File: src/rtl/morse_char_sequencer_if.sv
// rtl/morse_char_sequencer_if.sv - character handshake bundle for the Morse sequencer
interface morse_char_sequencer_if;
    logic       char_valid;
    logic [1:0] char_code;
    logic       char_ready;

    modport master (output char_valid, output char_code, input char_ready);
    modport slave  (input char_valid, input char_code, output char_ready);
endinterface

File: src/rtl/morse_char_sequencer.sv
// rtl/morse_char_sequencer.sv - serialises S/O/GAP codes into a keyed Morse bit stream
// Optional autonomous SOS beacon enabled by defining MORSE_BEACON_EN.
module morse_char_sequencer #(
    parameter int unsigned UNIT_CYCLES = 1
) (
    input  logic                         clk,
    input  logic                         rst,
    morse_char_sequencer_if.slave        bus,
`ifdef MORSE_BEACON_EN
    input  logic                         beacon_en,
`endif
    output logic                         key_out,
    output logic                         busy,
    output logic                         char_done
);
    typedef enum logic [1:0] {ST_IDLE, ST_MARK, ST_SPACE, ST_GAP} state_t;

    localparam logic [7:0] UNIT_LAST = 8'(UNIT_CYCLES - 1);

    state_t     r_state, w_state_nxt;
    logic [7:0] r_unit_cnt, w_unit_nxt;
    logic [1:0] r_len_cnt, w_len_nxt;
    logic [1:0] r_elem_cnt, w_elem_nxt;
    logic       r_is_o, w_is_o_nxt;
    logic       r_key;
    logic       w_unit_end, w_char_end, w_slot, w_accept;
    logic [1:0] w_code;

    assign w_unit_end = (r_unit_cnt == UNIT_LAST);
    assign w_char_end = w_unit_end && (r_len_cnt == 2'd0) &&
                        (((r_state == ST_SPACE) && (r_elem_cnt == 2'd1)) || (r_state == ST_GAP));
    // A new character may start whenever the previous one is on its final clock.
    assign w_slot     = ((r_state == ST_IDLE) || w_char_end) && !rst;

`ifdef MORSE_BEACON_EN
    logic [2:0] r_bcn_ptr;
    logic [1:0] w_bcn_code;

    always_comb begin
        w_bcn_code = 2'b10;
        case (r_bcn_ptr)
            3'd0:    w_bcn_code = 2'b00;
            3'd2:    w_bcn_code = 2'b01;
            3'd4:    w_bcn_code = 2'b00;
            default: w_bcn_code = 2'b10;
        endcase
    end

    always_ff @(posedge clk or posedge rst) begin
        if (rst)
            r_bcn_ptr <= 3'd0;
        else if (!beacon_en)
            r_bcn_ptr <= 3'd0;
        else if (w_slot)
            r_bcn_ptr <= (r_bcn_ptr == 3'd6) ? 3'd0 : r_bcn_ptr + 3'd1;
    end

    assign w_accept       = w_slot && (beacon_en || bus.char_valid);
    assign w_code         = beacon_en ? w_bcn_code : bus.char_code;
    assign bus.char_ready = w_slot && !beacon_en;
`else
    assign w_accept       = w_slot && bus.char_valid;
    assign w_code         = bus.char_code;
    assign bus.char_ready = w_slot;
`endif

    always_comb begin
        w_state_nxt = r_state;
        w_len_nxt   = r_len_cnt;
        w_elem_nxt  = r_elem_cnt;
        w_is_o_nxt  = r_is_o;
        w_unit_nxt  = ((r_state == ST_IDLE) || w_unit_end) ? 8'd0 : r_unit_cnt + 8'd1;
        case (r_state)
            ST_MARK: begin
                if (w_unit_end) begin
                    if (r_len_cnt == 2'd0)
                        w_state_nxt = ST_SPACE;
                    else
                        w_len_nxt = r_len_cnt - 2'd1;
                end
            end
            ST_SPACE: begin
                if (w_unit_end && (r_elem_cnt > 2'd1)) begin
                    w_state_nxt = ST_MARK;
                    w_elem_nxt  = r_elem_cnt - 2'd1;
                    w_len_nxt   = r_is_o ? 2'd2 : 2'd0;
                end
            end
            ST_GAP: begin
                if (w_unit_end && (r_len_cnt != 2'd0))
                    w_len_nxt = r_len_cnt - 2'd1;
            end
            default: ;
        endcase
        // Character boundary: either load the next code or fall back to idle.
        if ((r_state == ST_IDLE) || w_char_end) begin
            if (w_accept) begin
                if (w_code[1]) begin
                    w_state_nxt = ST_GAP;
                    w_len_nxt   = 2'd1;
                    w_elem_nxt  = 2'd0;
                    w_is_o_nxt  = 1'b0;
                end else begin
                    w_state_nxt = ST_MARK;
                    w_len_nxt   = w_code[0] ? 2'd2 : 2'd0;
                    w_elem_nxt  = 2'd3;
                    w_is_o_nxt  = w_code[0];
                end
            end else begin
                w_state_nxt = ST_IDLE;
                w_len_nxt   = 2'd0;
                w_elem_nxt  = 2'd0;
                w_is_o_nxt  = 1'b0;
            end
        end
    end

    always_ff @(posedge clk or posedge rst) begin
        if (rst) begin
            r_state    <= ST_IDLE;
            r_unit_cnt <= 8'd0;
            r_len_cnt  <= 2'd0;
            r_elem_cnt <= 2'd0;
            r_is_o     <= 1'b0;
            r_key      <= 1'b0;
        end else begin
            r_state    <= w_state_nxt;
            r_unit_cnt <= w_unit_nxt;
            r_len_cnt  <= w_len_nxt;
            r_elem_cnt <= w_elem_nxt;
            r_is_o     <= w_is_o_nxt;
            r_key      <= (w_state_nxt == ST_MARK);
        end
    end

    assign key_out   = r_key;
    assign busy      = (r_state != ST_IDLE);
    assign char_done = w_char_end;
endmodule

File: src/flat_wrapper.sv
// flat-port wrapper written by rule: the top's interface ports become plain ports
module morse_char_sequencer_flat 
#(
    parameter int unsigned UNIT_CYCLES = 1
)
  (clk, rst, key_out, busy, char_done, bus_char_valid, bus_char_code, bus_char_ready);
  morse_char_sequencer_if bus_i ();
  input  logic clk;
  input  logic rst;
  output logic key_out;
  output logic busy;
  output logic char_done;
  input wire logic [$bits(bus_i.char_valid)-1:0] bus_char_valid;
  input wire logic [$bits(bus_i.char_code)-1:0] bus_char_code;
  output wire logic [$bits(bus_i.char_ready)-1:0] bus_char_ready;
  assign bus_i.char_valid = bus_char_valid;
  assign bus_i.char_code = bus_char_code;
  assign bus_char_ready = bus_i.char_ready;
  morse_char_sequencer #(.UNIT_CYCLES(UNIT_CYCLES)) u_core (.clk(clk), .rst(rst), .bus(bus_i), .key_out(key_out), .busy(busy), .char_done(char_done));
endmodule
File: config.mk
export PLATFORM = sky130hd
export DESIGN_NAME = morse_char_sequencer_flat
export DESIGN_NICKNAME = d
export VERILOG_FILES = /design/src/rtl/morse_char_sequencer_if.sv /design/src/rtl/morse_char_sequencer.sv /design/src/flat_wrapper.sv
export SDC_FILE = /design/constraint.sdc
export NUM_CORES = 1
export LEC_CHECK = 0
export BUFFER_PORTS_ARGS = -buffer_cell sky130_fd_sc_hd__buf_2
export CORE_ASPECT_RATIO = 1.2
export CORE_MARGIN = 4
export CORE_UTILIZATION = 40
export DETAILED_ROUTE_END_ITERATION = 8
export RECOVER_POWER = 50
export SYNTH_ARGS = -nofsm -noshare
export SYNTH_HDL_FRONTEND = slang
export SYNTH_SLANG_ARGS = --single-unit
File: constraint.sdc
create_clock -name clk -period 2.08 [get_ports clk]
set_input_delay 0.416 -clock clk [delete_from_list [all_inputs] [get_ports clk]]
set_output_delay 0.416 -clock clk [all_outputs]
set_load 0.05 [all_outputs]
==> After elaboration in Yosys (flattened, before gate mapping) <==
Cells that the tools add are included.
{ "op_classes": {"muxes": 25, "addsub": 3, "n_lt_le_gt_ge": 1, "n_reduce_logical": 21, "eq_ne": 9} }
{ "ops": {"columns": ["op", "count"], "rows": [
  ["two-way mux 2 bit", 20],
  ["adder 8 x 1 -> 8 bit (second input constant)", 1],
  ["logical NOT 8 bit", 1],
  ["two-way mux 8 bit", 1],
  ["nonzero test 2 bit", 4],
  ["logical AND 1 bit", 7],
  ["equality test 2 x 1 -> 1 bit (second input constant)", 3],
  ["!= test 3 bit (second input constant)", 2],
  ["case mux 2 bit (3 select lines)", 1],
  ["AND reduction 5 bit", 1],
  ["equality test 2 bit (second input constant)", 2],
  ["logical NOT 2 bit", 2],
  ["case mux 2 bit (2 select lines)", 1],
  ["nonzero test 4 bit", 1],
  ["subtractor 2 x 1 -> 2 bit (second input constant)", 2],
  ["logical OR 1 bit", 3],
  ["!= test 3 x 1 -> 1 bit (second input constant)", 1],
  ["!= test 3 x 2 -> 1 bit (second input constant)", 1],
  ["greater-than comparator 2 x 1 -> 1 bit (second input constant)", 1],
  ["two-way mux 1 bit", 2],
  ["AND reduction 2 bit", 1],
  ["logical NOT 1 bit", 1]
]} }
{ "totals": {"out_inout_bits": 4, "word_cells": 65, "ff_bits": 16, "inputBits": 5} }

==> Logic depth before layout (Yosys ltp) <==
{ "depth": {"word_depth": 10, "depth_mapped": 7} }

==> Worst setup path before layout <==
No wires, ideal clock.
{ "synth_timing": {"kind": "register -> output", "from": "register u_core.r_unit_cnt[0]", "to": "output port bus_char_ready", "arrival_ns": 2.259, "path_slack_ns": -0.595, "n_path_buf": 0, "stages_incl_launch_ff": 7, "required_ns": 1.664, "path_cell_list": "dfrtp_1 inv_1 ha_1 or4b_4 nor4_4 a31oi_4 nor2_1"} }
{ "synth_between": {"elab_chain_len": 5} }
{ "synth_lines": {"columns": ["element", "line", "source"], "rows": [
  ["start: declaration", "morse_char_sequencer.sv:21", "logic [7:0] r_unit_cnt, w_unit_nxt;"],
  ["start signal: assignment", "morse_char_sequencer.sv:128", "r_unit_cnt <= w_unit_nxt;"],
  ["logical NOT 8 bit", "morse_char_sequencer.sv:29", "assign w_unit_end = (r_unit_cnt == UNIT_LAST);"],
  ["logical AND 1 bit (2 in series)", "morse_char_sequencer.sv:30", "assign w_char_end = w_unit_end && (r_len_cnt == 2'd0) &&"],
  ["logical OR 1 bit", "morse_char_sequencer.sv:33", "assign w_slot = ((r_state == ST_IDLE) || w_char_end) && !rst;"],
  ["logical AND 1 bit", "morse_char_sequencer.sv:33", null],
  ["end: declaration", "flat_wrapper.sv:15", "output wire logic [$bits(bus_i.char_ready)-1:0] bus_char_ready;"]
]} }
No other way between the ends.

==> Final worst setup path <==
{ "layout_timing": {"from": "register u_core.r_unit_cnt[1]", "to": "output port bus_char_ready"} }
Same word-level chain as after synthesis.

==> impl_metrics.py <==
metrics = {
    "sta": {
        "period_share": 1.19,
        "clock.fmax_ghz": 0.405,
        "rsz0062_at_grt": "yes",
        "final_hold_viol_count": 0,
        "finalSetupViolations": 10,
        "drv_slew": 0,
        "max_slew.worst_pin.slew_ps": 501,
        "fin_ws_ps": -390,
        "max_slew_margin": 0.666,
        "clock_skew_ps": 3.24,
        "fin_crit_ps": 2470,
    },
    "final_layout": {
        "area_growth_pct": 24.5,
        "postLayoutCoreUtil": 0.529,
        "fin_cells": 153,
        "final_nets": 137,
        "final_area_um2": 1230,
        "layout-drive-gt1-share": 0.328,
        "fillerInstances": 237,
        "diodes": 0,
    },
    "synth": {
        "synth_top_area_share": 0.405,
        "syn-cell-area_um2": 990,
        "async_reset_ff_frac": 1.00,
        "avgSynthCellArea_um2": 9.90,
        "synthCells": 100,
        "synth-edff-count": 0,
        "yosys_warnings": 0,
        "seq_area_frac_synth": 0.405,
        "yosys.area.top_type": "dfrtp_1",
        "synth_common_cells": "16 x dfrtp_1, 11 x nor2_1, 10 x inv_1",
        "syn-num-nets": 113,
        "synth_area_leaders": "dfrtp_1 40%, ha_1 10%, xor2_1 4.4%",
        "synth_seq_cells": 16,
        "ys_types": 34,
        "yosysMostFrequentCell": "dfrtp_1",
        "synthFlopType": "dfrtp_1",
    },
    "cts": {
        "ctsLongestPathBuffers": 2,
        "cts_tree": "built",
        "clockRootBuffer": "clkbuf_4",
        "clk_pin_slew_ps": 90,
        "tritoncts.num_buffers": 3,
        "htreeDepth": 1,
        "cts.sinks": 16,
        "insertion_delay_ps": 280,
    },
    "grt": {
        "grt_overflow_total": 0,
        "grt_start_max_net_pins": 10,
        "grt_pass1_vias": 840,
        "grt_pass1_wl_um": 3550,
        "use_met1": 0.139,
        "use_met3": 0.0501,
        "grt-busiest-layer": "met2",
        "antenna_found_initial": 0,
        "grtUsageMet2": 0.273,
        "grt_usage": 0.143,
    },
    "power_and_ir_drop": {
        "p_leak_uw": 0.000584,
        "power.density_nw_per_um2": 1110,
        "ir_drop_mv": 0.827,
    },
    "drt": {
        "routed_wl_um": 2100,
        "drtIter0Drc": 10,
        "drc": 0,
        "routed_via_density": 5.24,
        "ant_nets": 0,
        "drt_first_pass_iters": 4,
        "wire_per_inst_um": 13.7,
        "vias": 801,
    },
    "setup_path": {
        "r2r_start": "u_core.r_unit_cnt[1]",
        "critPathRequiredTime_ps": 1660,
        "worstRegToRegCells": 9,
        "cp-start-kind": "flip-flop",
        "path_max_fanout": 3,
        "worstReg2RegEnd": "u_core.key_out",
        "crit_type": "reg2out",
        "reg2reg_slack_ps": -270,
        "crit_path_end_kind": "output port",
        "cp_data_arrival_time_ps": 2050,
    },
    "placement": {
        "place_inst": 148,
        "dp_hpwl_um": 1600,
        "port_buffers": 8,
        "placed_area_um2": 1150,
        "dp_worst_setup_slack_ps": -186,
        "gp_congestion": 0.782,
    },
    "worst_hold_path": {
        "min_path_type": "in2async",
    },
    "floorplanning": {
        "die_x_um": 53.4,
        "chipHeight_um": 62.5,
        "core_um2": 2330,
        "ios": 9,
        "die_area_um2": 3340,
        "rows": 19,
        "start_util": 0.425,
    },
    "job": {
        "drv_cap": 0,
    },
    "run_status": {
        "status": "finished, violations left",
        "violations": "setup timing",
    },
}
[placed cells by master, fill, tap and decap left out, types with 2 or more instances in the layout]
cell,n
clkbuf_4,3
xnor2_1,2
ha_1,8
a21oi_1,2
dfrtp_1,16
buf_4,10
and3_1,2
nand2_1,4
nor2_1,10
mux2i_1,4
buf_2,6
o21ai_0,4
nand4_1,2
nand3_1,6
xor2_1,5
inv_1,10
o21ai_2,2
clkbuf_1,2
buf_6,2
[metrics by stage]
stage	setup TNS, ps	power, µW	hold slack, ps
2_1_floorplan	-581	936	346
3_3_place_gp	-591	1110	496
3_5_place_dp	-1030	1120	494
4_1_cts	-2780	1370	182
5_1_grt	-3000	1470	304
6_report	-2080	1370	265
[cell families (layout without fill, tap and decap cells)]
family / after synthesis / count (layout) / share of synthesized area
AO/OA/AOI/OAI: 18 / 18 / 0.137
flip-flops: 16 / 16 / 0.405
XOR/XNOR: 7 / 7 / 0.0619
AND/OR/NAND/NOR: 35 / 35 / 0.206
multiplexers: 4 / 4 / 0.0405
buffers and inverters: 12 / 34 / 0.0493
adder cells (fa/ha/maj): 8 / 8 / 0.101
[per-layer routing]
layer | share of wire | vias up
li1 | - | 394
met1 | 0.37 | 393
met2 | 0.59 | 12
met3 | 0.032 | 2
met4 | 0.0067 | 0
met5 | 0 | -
[state kept, by name (all words and copies together), names as in the netlist]
register,cells
u_core.r_state,2
u_core.r_unit_cnt,8
u_core.r_elem_cnt,2
u_core.r_is_o,1
u_core.r_len_cnt,2
u_core.key_out,1
[how the worst max path moves through the flow]
| stage | start | endpoint | depth (start not counted) |
|---|---|---|---|
| 6_report | u_core.r_unit_cnt[1] | bus_char_ready | 7 |
| 5_1_grt | u_core.r_unit_cnt[1] | bus_char_ready | 7 |
| 4_1_cts | u_core.r_unit_cnt[1] | bus_char_ready | 7 |
| 3_5_place_dp | u_core.r_unit_cnt[1] | char_done | 6 |
| 3_3_place_gp | u_core.r_unit_cnt[1] | u_core.r_state[0] | 8 |
| 2_1_floorplan | u_core.r_unit_cnt[0] | bus_char_ready | 6 |
[worst max-delay path, cell delays in order (launching register included)]
cell and delay, ps:
dfrtp_1 390, inv_1 70, ha_1 140, or4b_4 470
nor4_4 290, a31oi_4 150, nor2_4 110, buf_6 160
[power breakdown]
group / internal [µW] / switching, µW
Sequential: 359 / 42.3
Combinational: 335 / 471
Clock: 67.3 / 91.3
Total: 762 / 605
[what timing repair did]
item | 4_1_cts | 5_1_grt
resized for setup | 13 | 1
hold buffers | 0 | 0
pin swaps | 4 | 2
gates cloned | 0 | 0
setup endpoints to repair | 10 | 17
setup buffers | 2 | 0
[area by class of cell]
type,count,area (µm²),share of cell area
well taps,31,38.8,0.0315
clock buffers,3,22.5,0.0183
flip-flops and latches,16,400,0.325
repair buffers,21,150,0.122
multi-input cells,72,583,0.473
inverters,10,37.5,0.0305
No activity file was read; power rests on OpenSTA's default activity.
